$ cat src/rtl/dma_bus_master_pkg.sv
// Shared definitions for the DMA bus master: FSM state encodings, DSACK_ codes
// and a small decode helper for the acknowledge lines.
package dma_bus_master_pkg;

  // Bus-cycle sequencer states; IDLE must encode as zero.
  typedef enum logic [2:0] {
    ST_IDLE     = 3'd0,
    ST_ADDR     = 3'd1,
    ST_STROBE   = 3'd2,
    ST_WAIT_ACK = 3'd3,
    ST_TERM     = 3'd4,
    ST_RECOVER  = 3'd5
  } state_e;

  // DSACK_ codes as seen after synchronization (active-low lines).
  localparam logic [1:0] DSACK_32   = 2'b00;
  localparam logic [1:0] DSACK_NONE = 2'b11;

  // True when the target answered as an 8- or 16-bit port; these are not supported.
  function automatic logic dsack_is_narrow(input logic [1:0] ack);
    return (ack == 2'b01) || (ack == 2'b10);
  endfunction

endpackage

$ cat src/rtl/dma_bus_master_bus_sync.sv
// Two-flop synchronizer for asynchronous bus handshake inputs. Resets to the
// negated (all-ones) level so no spurious acknowledge appears after reset.
module bus_sync #(
  parameter int WIDTH = 1
) (
  input  logic             CLK,
  input  logic             RESET_,
  input  logic [WIDTH-1:0] d,
  output logic [WIDTH-1:0] q
);

  logic [WIDTH-1:0] meta_r;
  logic [WIDTH-1:0] sync_r;

  // Two-stage resynchronization into the CLK domain.
  always_ff @(posedge CLK) begin
    if (!RESET_) begin
      meta_r <= {WIDTH{1'b1}};
      sync_r <= {WIDTH{1'b1}};
    end else begin
      meta_r <= d;
      sync_r <= meta_r;
    end
  end

  assign q = sync_r;

endmodule

$ cat src/rtl/dma_bus_master.sv
// Initiator side of the 68030 asynchronous bus for SDMAC DMA transfers.
// Runs one longword cycle per START: drives AS_/DS_/R_W, waits for DSACK_ or
// BERR_ (or a timeout), captures read data and pulses DONE or ERR.
// Strobe/enable outputs are registered decodes of the state being left, so
// each pin changes one edge after the FSM enters the corresponding state.
module dma_bus_master
  import dma_bus_master_pkg::*;
#(
  parameter int TIMEOUT_CYCLES = 255
) (
  input  logic        CLK,
  input  logic        RESET_,
  input  logic        START,
  input  logic        RW,
  input  logic [31:0] ADDR_IN,
  input  logic [31:0] WDATA,
  input  logic [1:0]  DSACK_,
  input  logic        BERR_,
  input  logic [31:0] DATA_IN,
  output logic [31:0] ADDR_O,
  output logic [31:0] DATA_O,
  output logic        DOE,
  output logic        AS_O_,
  output logic        DS_O_,
  output logic        R_W_O,
  output logic        OWN,
  output logic [31:0] RDATA,
  output logic        BUSY,
  output logic        DONE,
  output logic        ERR
);

  // Last counter value spent in WAIT_ACK: the state lasts exactly TIMEOUT_CYCLES cycles.
  localparam logic [7:0] TIMEOUT_LAST = 8'(TIMEOUT_CYCLES - 1);

  state_e      state_r,   state_nxt_s;
  logic        rw_r,      rw_nxt_s;
  logic [31:0] addr_r,    addr_nxt_s;
  logic [31:0] wdata_r,   wdata_nxt_s;
  logic [31:0] rdata_r,   rdata_nxt_s;
  logic [7:0]  cnt_r,     cnt_nxt_s;
  logic        ok_r,      ok_nxt_s;
  logic        as_r,      as_nxt_s;
  logic        ds_r,      ds_nxt_s;
  logic        r_w_r,     r_w_nxt_s;
  logic        doe_r,     doe_nxt_s;
  logic        own_r,     own_nxt_s;
  logic        busy_r,    busy_nxt_s;
  logic        done_r,    done_nxt_s;
  logic        err_r,     err_nxt_s;

  logic [2:0]  sync_s;
  logic [1:0]  ack_s;
  logic        berr_s;

  bus_sync #(.WIDTH(3)) u_bus_sync (
    .CLK    (CLK),
    .RESET_ (RESET_),
    .d      ({BERR_, DSACK_}),
    .q      (sync_s)
  );

  assign berr_s = sync_s[2];
  assign ack_s  = sync_s[1:0];

  // Next-state and next-output decode for the bus-cycle sequencer.
  always_comb begin
    state_nxt_s = state_r;
    rw_nxt_s    = rw_r;
    addr_nxt_s  = addr_r;
    wdata_nxt_s = wdata_r;
    rdata_nxt_s = rdata_r;
    cnt_nxt_s   = cnt_r;
    ok_nxt_s    = ok_r;
    as_nxt_s    = as_r;
    ds_nxt_s    = ds_r;
    r_w_nxt_s   = r_w_r;
    doe_nxt_s   = doe_r;
    own_nxt_s   = own_r;
    busy_nxt_s  = busy_r;
    done_nxt_s  = 1'b0;
    err_nxt_s   = 1'b0;

    case (state_r)
      ST_IDLE: begin
        if (START) begin
          state_nxt_s = ST_ADDR;
          rw_nxt_s    = RW;
          addr_nxt_s  = ADDR_IN;
          wdata_nxt_s = WDATA;
          busy_nxt_s  = 1'b1;
        end else begin
          state_nxt_s = ST_IDLE;
        end
      end

      ST_ADDR: begin
        own_nxt_s   = 1'b1;
        as_nxt_s    = 1'b0;
        r_w_nxt_s   = rw_r;
        doe_nxt_s   = ~rw_r;
        state_nxt_s = ST_STROBE;
      end

      ST_STROBE: begin
        ds_nxt_s    = 1'b0;
        cnt_nxt_s   = 8'd0;
        state_nxt_s = ST_WAIT_ACK;
      end

      ST_WAIT_ACK: begin
        // Bus error outranks any acknowledge seen in the same sample.
        if (!berr_s) begin
          ok_nxt_s    = 1'b0;
          state_nxt_s = ST_TERM;
        end else if (ack_s == DSACK_32) begin
          ok_nxt_s    = 1'b1;
          state_nxt_s = ST_TERM;
          if (rw_r) begin
            rdata_nxt_s = DATA_IN;
          end else begin
            rdata_nxt_s = rdata_r;
          end
        end else if (dsack_is_narrow(ack_s)) begin
          ok_nxt_s    = 1'b0;
          state_nxt_s = ST_TERM;
        end else if (cnt_r == TIMEOUT_LAST) begin
          ok_nxt_s    = 1'b0;
          state_nxt_s = ST_TERM;
        end else begin
          cnt_nxt_s   = cnt_r + 8'd1;
          state_nxt_s = ST_WAIT_ACK;
        end
      end

      ST_TERM: begin
        as_nxt_s    = 1'b1;
        ds_nxt_s    = 1'b1;
        doe_nxt_s   = 1'b0;
        done_nxt_s  = ok_r;
        err_nxt_s   = ~ok_r;
        state_nxt_s = ST_RECOVER;
      end

      ST_RECOVER: begin
        // Keep the bus until the target has fully released its handshake lines.
        if ((ack_s == DSACK_NONE) && berr_s) begin
          own_nxt_s   = 1'b0;
          busy_nxt_s  = 1'b0;
          r_w_nxt_s   = 1'b1;
          state_nxt_s = ST_IDLE;
        end else begin
          state_nxt_s = ST_RECOVER;
        end
      end

      default: begin
        as_nxt_s    = 1'b1;
        ds_nxt_s    = 1'b1;
        doe_nxt_s   = 1'b0;
        own_nxt_s   = 1'b0;
        busy_nxt_s  = 1'b0;
        r_w_nxt_s   = 1'b1;
        state_nxt_s = ST_IDLE;
      end
    endcase
  end

  // State, datapath latches and registered bus outputs.
  always_ff @(posedge CLK) begin
    if (!RESET_) begin
      state_r <= ST_IDLE;
      rw_r    <= 1'b1;
      addr_r  <= 32'd0;
      wdata_r <= 32'd0;
      rdata_r <= 32'd0;
      cnt_r   <= 8'd0;
      ok_r    <= 1'b0;
      as_r    <= 1'b1;
      ds_r    <= 1'b1;
      r_w_r   <= 1'b1;
      doe_r   <= 1'b0;
      own_r   <= 1'b0;
      busy_r  <= 1'b0;
      done_r  <= 1'b0;
      err_r   <= 1'b0;
    end else begin
      state_r <= state_nxt_s;
      rw_r    <= rw_nxt_s;
      addr_r  <= addr_nxt_s;
      wdata_r <= wdata_nxt_s;
      rdata_r <= rdata_nxt_s;
      cnt_r   <= cnt_nxt_s;
      ok_r    <= ok_nxt_s;
      as_r    <= as_nxt_s;
      ds_r    <= ds_nxt_s;
      r_w_r   <= r_w_nxt_s;
      doe_r   <= doe_nxt_s;
      own_r   <= own_nxt_s;
      busy_r  <= busy_nxt_s;
      done_r  <= done_nxt_s;
      err_r   <= err_nxt_s;
    end
  end

  assign ADDR_O = addr_r;
  assign DATA_O = wdata_r;
  assign DOE    = doe_r;
  assign AS_O_  = as_r;
  assign DS_O_  = ds_r;
  assign R_W_O  = r_w_r;
  assign OWN    = own_r;
  assign RDATA  = rdata_r;
  assign BUSY   = busy_r;
  assign DONE   = done_r;
  assign ERR    = err_r;

endmodule
$ cat config.mk
export PLATFORM = sky130hd
export DESIGN_NAME = dma_bus_master
export DESIGN_NICKNAME = d
export VERILOG_FILES = /design/src/rtl/dma_bus_master_pkg.sv /design/src/rtl/dma_bus_master_bus_sync.sv /design/src/rtl/dma_bus_master.sv
export SDC_FILE = /design/constraint.sdc
export NUM_CORES = 1
export LEC_CHECK = 0
export ABC_AREA = 1
export CORE_MARGIN = 3
export CORE_UTILIZATION = 35
export DETAILED_ROUTE_END_ITERATION = 7
export PLACE_DENSITY = 0.67
export SYNTH_ARGS = -nofsm -noshare
export SYNTH_HDL_FRONTEND = slang
export SYNTH_SLANG_ARGS = --single-unit
$ cat constraint.sdc
create_clock -name CLK -period 1.7 [get_ports CLK]
set_clock_uncertainty 0.1 [all_clocks]
set_input_delay 0.34 -clock CLK [delete_from_list [all_inputs] [get_ports CLK]]
set_output_delay 0.34 -clock CLK [all_outputs]
set_load 0.1 [all_outputs]
**Word-level counts from Yosys, hierarchy flattened**

Index checks and enable logic that the tools add are counted.

- Register bits after elaboration: 123
- Bits of input ports: 103
- Bits in writable memories: 0
- Bits in latches: 0
- Memory bits (read-only): 0
- Output and inout port bits: 104
- Memories: 0

- Bitwise gates (word level): 4
- Shift-type cells: 0
- Divide/modulo/power cells: 0
- Equal/unequal tests: 16
- $lt $le $gt $ge: 0
- Muxes and demuxes: 25
- Multiply operators: 0
- Reductions and logical operators: 16
- Add/sub/neg operators: 1

Operator list:

| kind | number |
|---|---|
| 8-bit 2-to-1 mux | 4 |
| 3-bit one-hot mux with 6 select lines | 1 |
| 8-bit one-hot mux with 2 select lines | 1 |
| 4-bit OR reduction | 4 |
| 3-bit 2-to-1 mux | 5 |
| 2-bit != test, second input constant | 5 |
| 1-bit one-hot mux with 3 select lines | 3 |
| 8-bit by 1-bit adder with 8-bit output, second input constant | 1 |
| 8-bit == test, second input constant | 1 |
| 1-bit 2-to-1 mux | 8 |
| 2-bit AND reduction | 4 |
| 3-bit by 2-bit == test with 1-bit output, second input constant | 2 |
| 3-bit == test, second input constant | 2 |
| 1-bit one-hot mux with 2 select lines | 3 |
| 5-bit AND reduction | 1 |
| 2-bit == test, second input constant | 2 |
| 4-bit != test, second input constant | 1 |
| 1-bit inverter | 4 |
| 4-bit AND reduction | 1 |
| 3-bit by 1-bit == test with 1-bit output, second input constant | 1 |
| 3-bit logical NOT | 1 |
| 3-bit AND reduction | 1 |
| 2-bit by 1-bit == test with 1-bit output, second input constant | 1 |
| 2-bit logical NOT | 1 |
| 4 further kinds | 4 |

**Longest topological paths before layout**

- Word-level depth: 6
- Mapped depth: 11

**Hierarchy**

From an unflattened synthesis, not the netlist that was laid out.

- Cells, all modules: 587
- Area, all modules: 4,516.8 sq um

By module, submodules not included:

| module | cells each | seq. area each (sq um) | area an instance (sq um) | times used |
|---|---|---|---|---|
| dma_bus_master | 569 | 2,342.2 | 4,351.7 | 1 |
| bus_sync | 18 | 120.1 | 165.2 | 1 |

**Worst setup path before layout**

No wires, ideal clock.

- Path type: reg2reg
- From: reg u_bus_sync.sync_r[0], in the netlist u_bus_sync.q[0]
- To: reg cnt_r[2]
- Library setup time: 0.115 ns
- Clock period less this slack: 1.548 ns
- Cell stages (with the launch flop): 10
- Arrival: 1.333 ns
- Required time: 1.485 ns
- Path slack: 0.152 ns
- Path buffers: 1
- Cell sequence: dfxtp_1 inv_1 ha_1 nor2_1 nand3_2 nand2_2 buf_6 nand3_2 nand2_1 nor2_1

- Cells in the longest elaborated chain, start to end: 4
- Elaborated cells on any way between the ends: 7

Ends and longest elaborated chain:

| what | line | source |
|---|---|---|
| start: declaration | dma_bus_master_bus_sync.sv:13 | `logic [WIDTH-1:0] sync_r;` |
| start signal: assignment | dma_bus_master_bus_sync.sv:19 | `sync_r <= {WIDTH{1'b1}};` |
| start signal: assignment | dma_bus_master_bus_sync.sv:22 | `sync_r <= meta_r;` |
| 2-bit by 1-bit == test with 1-bit output / 2-bit == test (equally long branches) | dma_bus_master_pkg.sv:21 | `return (ack == 2'b01) \|\| (ack == 2'b10);` |
| 1-bit logical OR | dma_bus_master_pkg.sv:21 |  |
| 2-bit != test (no line) | n/a |  |
| 5-bit AND reduction (no line) (*) | n/a |  |
| end signal: assignment | dma_bus_master.sv:193 | `cnt_r <= cnt_nxt_s;` |
| end: declaration | dma_bus_master.sv:41 | `logic [7:0] cnt_r, cnt_nxt_s;` |

Mark *: on every way between the ends. The rest lies on a longest branch, timed or not.
A chain may end at the register's enable or synchronous reset.

**Worst setup path after layout**

- From: reg state_r[1]
- To: reg rdata_r[18], in the netlist RDATA[18]

- Cells in the longest elaborated chain, start to end: 2

Ends and longest elaborated chain:

| what | line | source |
|---|---|---|
| start: declaration | dma_bus_master.sv:36 | `state_e state_r, state_nxt_s;` |
| start signal: assignment | dma_bus_master.sv:188 | `state_r <= state_nxt_s;` |
| 3-bit by 2-bit == test with 1-bit output | dma_bus_master.sv:84 | `case (state_r)` |
| 4-bit AND reduction (no line) | n/a |  |
| end signal: assignment | dma_bus_master.sv:192 | `rdata_r <= rdata_nxt_s;` |
| end: declaration | dma_bus_master.sv:40 | `logic [31:0] rdata_r, rdata_nxt_s;` |

Every way passes these cells.

==> summary.md <==
| Metric | Value |
|---|---|
| Status | finished clean |
| Worst-path fanout max | 64 |
| Diode count | 0 |
| Min cycle time layout | 1.61 ns |
| GPL Wtd Cong | ~0.80 |
| Antenna violations before repair | 0 |
| Sw frac | between 30% and 40% |
| Total power | 0.0112 W |
| Layout cells sized above 1 | 21.1% |
| Syn Nets | 695 |
| Area leader, netlist | dfxtp_1 |
| Async set-reset flop share out of synthesis | 0% |
| Wire per inst | 14.2 µm |
| Synth area leaders | dfxtp_1 53%, nand2_1 14%, a21oi_1 12%, inv_1 3.9%, o21ai_0 2.7% |
| Reg clk slew, reported paths | around 0.06 ns |
| Syn avg cell area | between 7 and 8 µm² |
| Worst EP required | 1.89 ns |
| Hold Crit Class | reg -> reg |
| Layout overhead on the synthesized area | 84.3% |
| Mapped Area | 4610 µm² |
| CTS root buffer | clkbuf_16 |
| Number of synthesized register bits | 123 |
| Postcts setup bufs | 0 |
| CTS tree | built |
| Syn Inst Count | 587 |
| DR DRC count | 0 |
| Slew @ Worst Pin | 0.296 ns |
| Max Slew Vio Count | 0 |
| Power Density | 1320 nW/µm² |
| Warnings, synthesis | 0 |
| Routed WL | 13900 µm |
| Simple-gate share of the synthesized area | 20.5% |
| CP cell instances | nand2_2 > nor2_4 > nand3_2 > buf_12 > o21ai_0 > a21oi_1 |
| Port-buffer cells | 206 |
| P_int | 0.00693 W |
| Vias | 4530 |
| Dpl hpwl | 10600 µm |
| Global-route wire length before repair | 22000 µm |
| Largest net degree at the start of global routing | 68 |
| Vias per cell | 4.63 |
| Clk sinks | 123 |
| Critical path launch point type | flop |
| Seq pwr share | 31.1% |
| Slew Limit Headroom | 80.3% |
| Mux cell area share after synthesis | 0% |
| Critical path class | reg -> reg |
| CP max stage cell | dfxtp_1 |
| Number of synthesized flops with an enable pin | 0 |
| Die ar. | roughly 15000 µm² |
| Die Y | ~120 µm |
| Share of the synthesized area in the top cell type | 53.4% |
| Top cells by instance count after synthesis | 168 x nand2_1, 123 x dfxtp_1, 110 x a21oi_1 |
| Ys flop type | dfxtp_1 |
| Max Fclk | 622 MHz |
| Sequential fraction of the synthesis area | 53.4% |
| Post-synthesis compound-gate area fraction | 16.0% |
| Core Area | 12700 µm² |
| Initial cell density of the core | 36.2% |
| Final #Nets | 903 |
| Drt first pass iters | 4 |
| Critical Path AT | 1.80 ns |
| GRT overflow | 0 |
| Worst setup EP type | flop |
| Vias in the first global route | 4381 |
| Switch Pwr | 0.00427 W |
| Max Used Layer | met4 |
| Setup violators final | 0 |
| Netlist cell types | 24 |
| Skew-Pair Late Insertion Delay | 0.42 ns |
| IR drop worst, VDD | 753 µV |
| Total CTS buffers | 17 |
| Layout Cells excl Fill | 979 |
| Clk network pwr share | 31.0% |
| Largest family of logic cells by synthesized area | simple AND/OR/NAND/NOR gates |
| WL met2 | between 6000 and 7000 µm |
| RSZ-0062 raised after global routing | yes |
| Ports | about 210 |
| Clk buf depth | 2 |
| Adder-cell area share of the yosys netlist | 1.36% |
| Max stage delay on crit path | between 0.4 and 0.5 ns |
| Die W | 121 µm |
| Xor and xnor area share after synthesis | less than 1% |
| CTS hold repair buffers | 0 |
| Max H-tree Level | 4 |
| Final Hold Vio Count | 0 |
| Tcrit/Tclk final | 94.5% |
| Combinational power share | 37.9% |
| Routed met3 length | 1820 µm |
| Final cell utilization of the core | 66.7% |
| Max-cap check violation count | 0 |
| Site Rows | 41 |
| WHS | 0.303 ns |
| Iteration-0 DRC Markers | between 200 and 250 |
| Cell Count Post-Placement | 948 |
| Most frequent cell after synthesis | nand2_1 |
| Lkg Pwr | 3.29 nW |
| DRT met1 WL | 5140 µm |
| GRT Total Usage | 19.3% |
| ANT nets after route | 0 |
## power by group through the flow
stage	registers, W	logic, W	clock network (W)
after floorplan	0.00522	0.000900	0
after global placement	0.00352	0.00421	0
after detailed placement	0.00354	0.00426	0
after CTS	0.00348	0.00427	0.00357
after global routing	0.00351	0.00445	0.00369
final	0.00348	0.00425	0.00348
## routing by layer
metal,track usage (%),vias to the layer above
met4,8.36,0
met5,0,-
met1,20.4,2032
li1,-,2293
met2,31.4,181
met3,11.2,24
## critical path, delay by kind of cell (launching register included)
kind / cells / cell delay [ns]
buf+inv: 1 / 0.20
flops: 1 / 0.44
simple gates: 3 / 0.39
compound gates: 2 / 0.33
## cell families (layout without fill, tap and decap cells)
group                    after synthesis  after routing
AO/OA/AOI/OAI                        147            147
XOR/XNOR                               2              2
adder cells (fa/ha/maj)                5              5
buffers and inverters                 84            304
flip-flops                           123            123
AND/OR/NAND/NOR                      226            226
## registers in the layout, indices dropped and copies added, names as in the netlist, 3 cells and up
name	flops
u_bus_sync.q	3
ADDR_O	32
cnt_r	8
DATA_O	32
state_r	3
RDATA	32
u_bus_sync.meta_r	3
## placed cells by master, fill, tap and decap left out, types with 13 or more instances in the layout
master,n
a21oi_1,109
buf_12,108
buf_4,13
clkbuf_16,17
clkdlybuf4s50_1,102
dfxtp_1,123
inv_1,47
nand2_1,168
nand3_1,17
nor2_1,20
o21ai_0,24
## metrics by stage
step / setup slack [ns] / area (µm²) / TNS (ns)
2_1_floorplan: 0.152 / 4610 / 0
3_3_place_gp: 0.0164 / 7910 / 0
3_5_place_dp: 0.00425 / 7910 / 0
4_1_cts: 0.0395 / 8480 / 0
5_1_grt: -0.0363 / 8490 / -0.0735
6_report: 0.0929 / 8490 / 0
## timing repair
item                                    4_1_cts  5_1_grt
endpoints found under the setup margin        0       10
gates resized for setup                       0        4
endpoints found under the hold margin         0        0
## path summary, 6_finish.rpt
path | start | to | slack (ns) | depth (start not counted)
max | state_r[1]$_SDFF_PN0_ | RDATA[18]$_SDFFE_PN0P_ | 0.09 | 6
min | u_bus_sync.meta_r[2]$_SDFF_PN1_ | u_bus_sync.q[2]$_SDFF_PN1_ | 0.30 | 1
max reg2reg | state_r[1]$_SDFF_PN0_ | RDATA[18]$_SDFFE_PN0P_ | 0.09 | 6
min reg2reg | u_bus_sync.meta_r[2]$_SDFF_PN1_ | u_bus_sync.q[2]$_SDFF_PN1_ | 0.30 | 1
## area by class of cell
cell class	instances	area (µm²)
clock buffer	23	478
clock inverter	8	92.6
fill	1037	4230
inverter	50	188
multi-input combinational	380	1770
sequential	123	2460
tap	172	215
timing repair buffer	223	3280
Note: power is estimated with default switching activity, not from simulation.
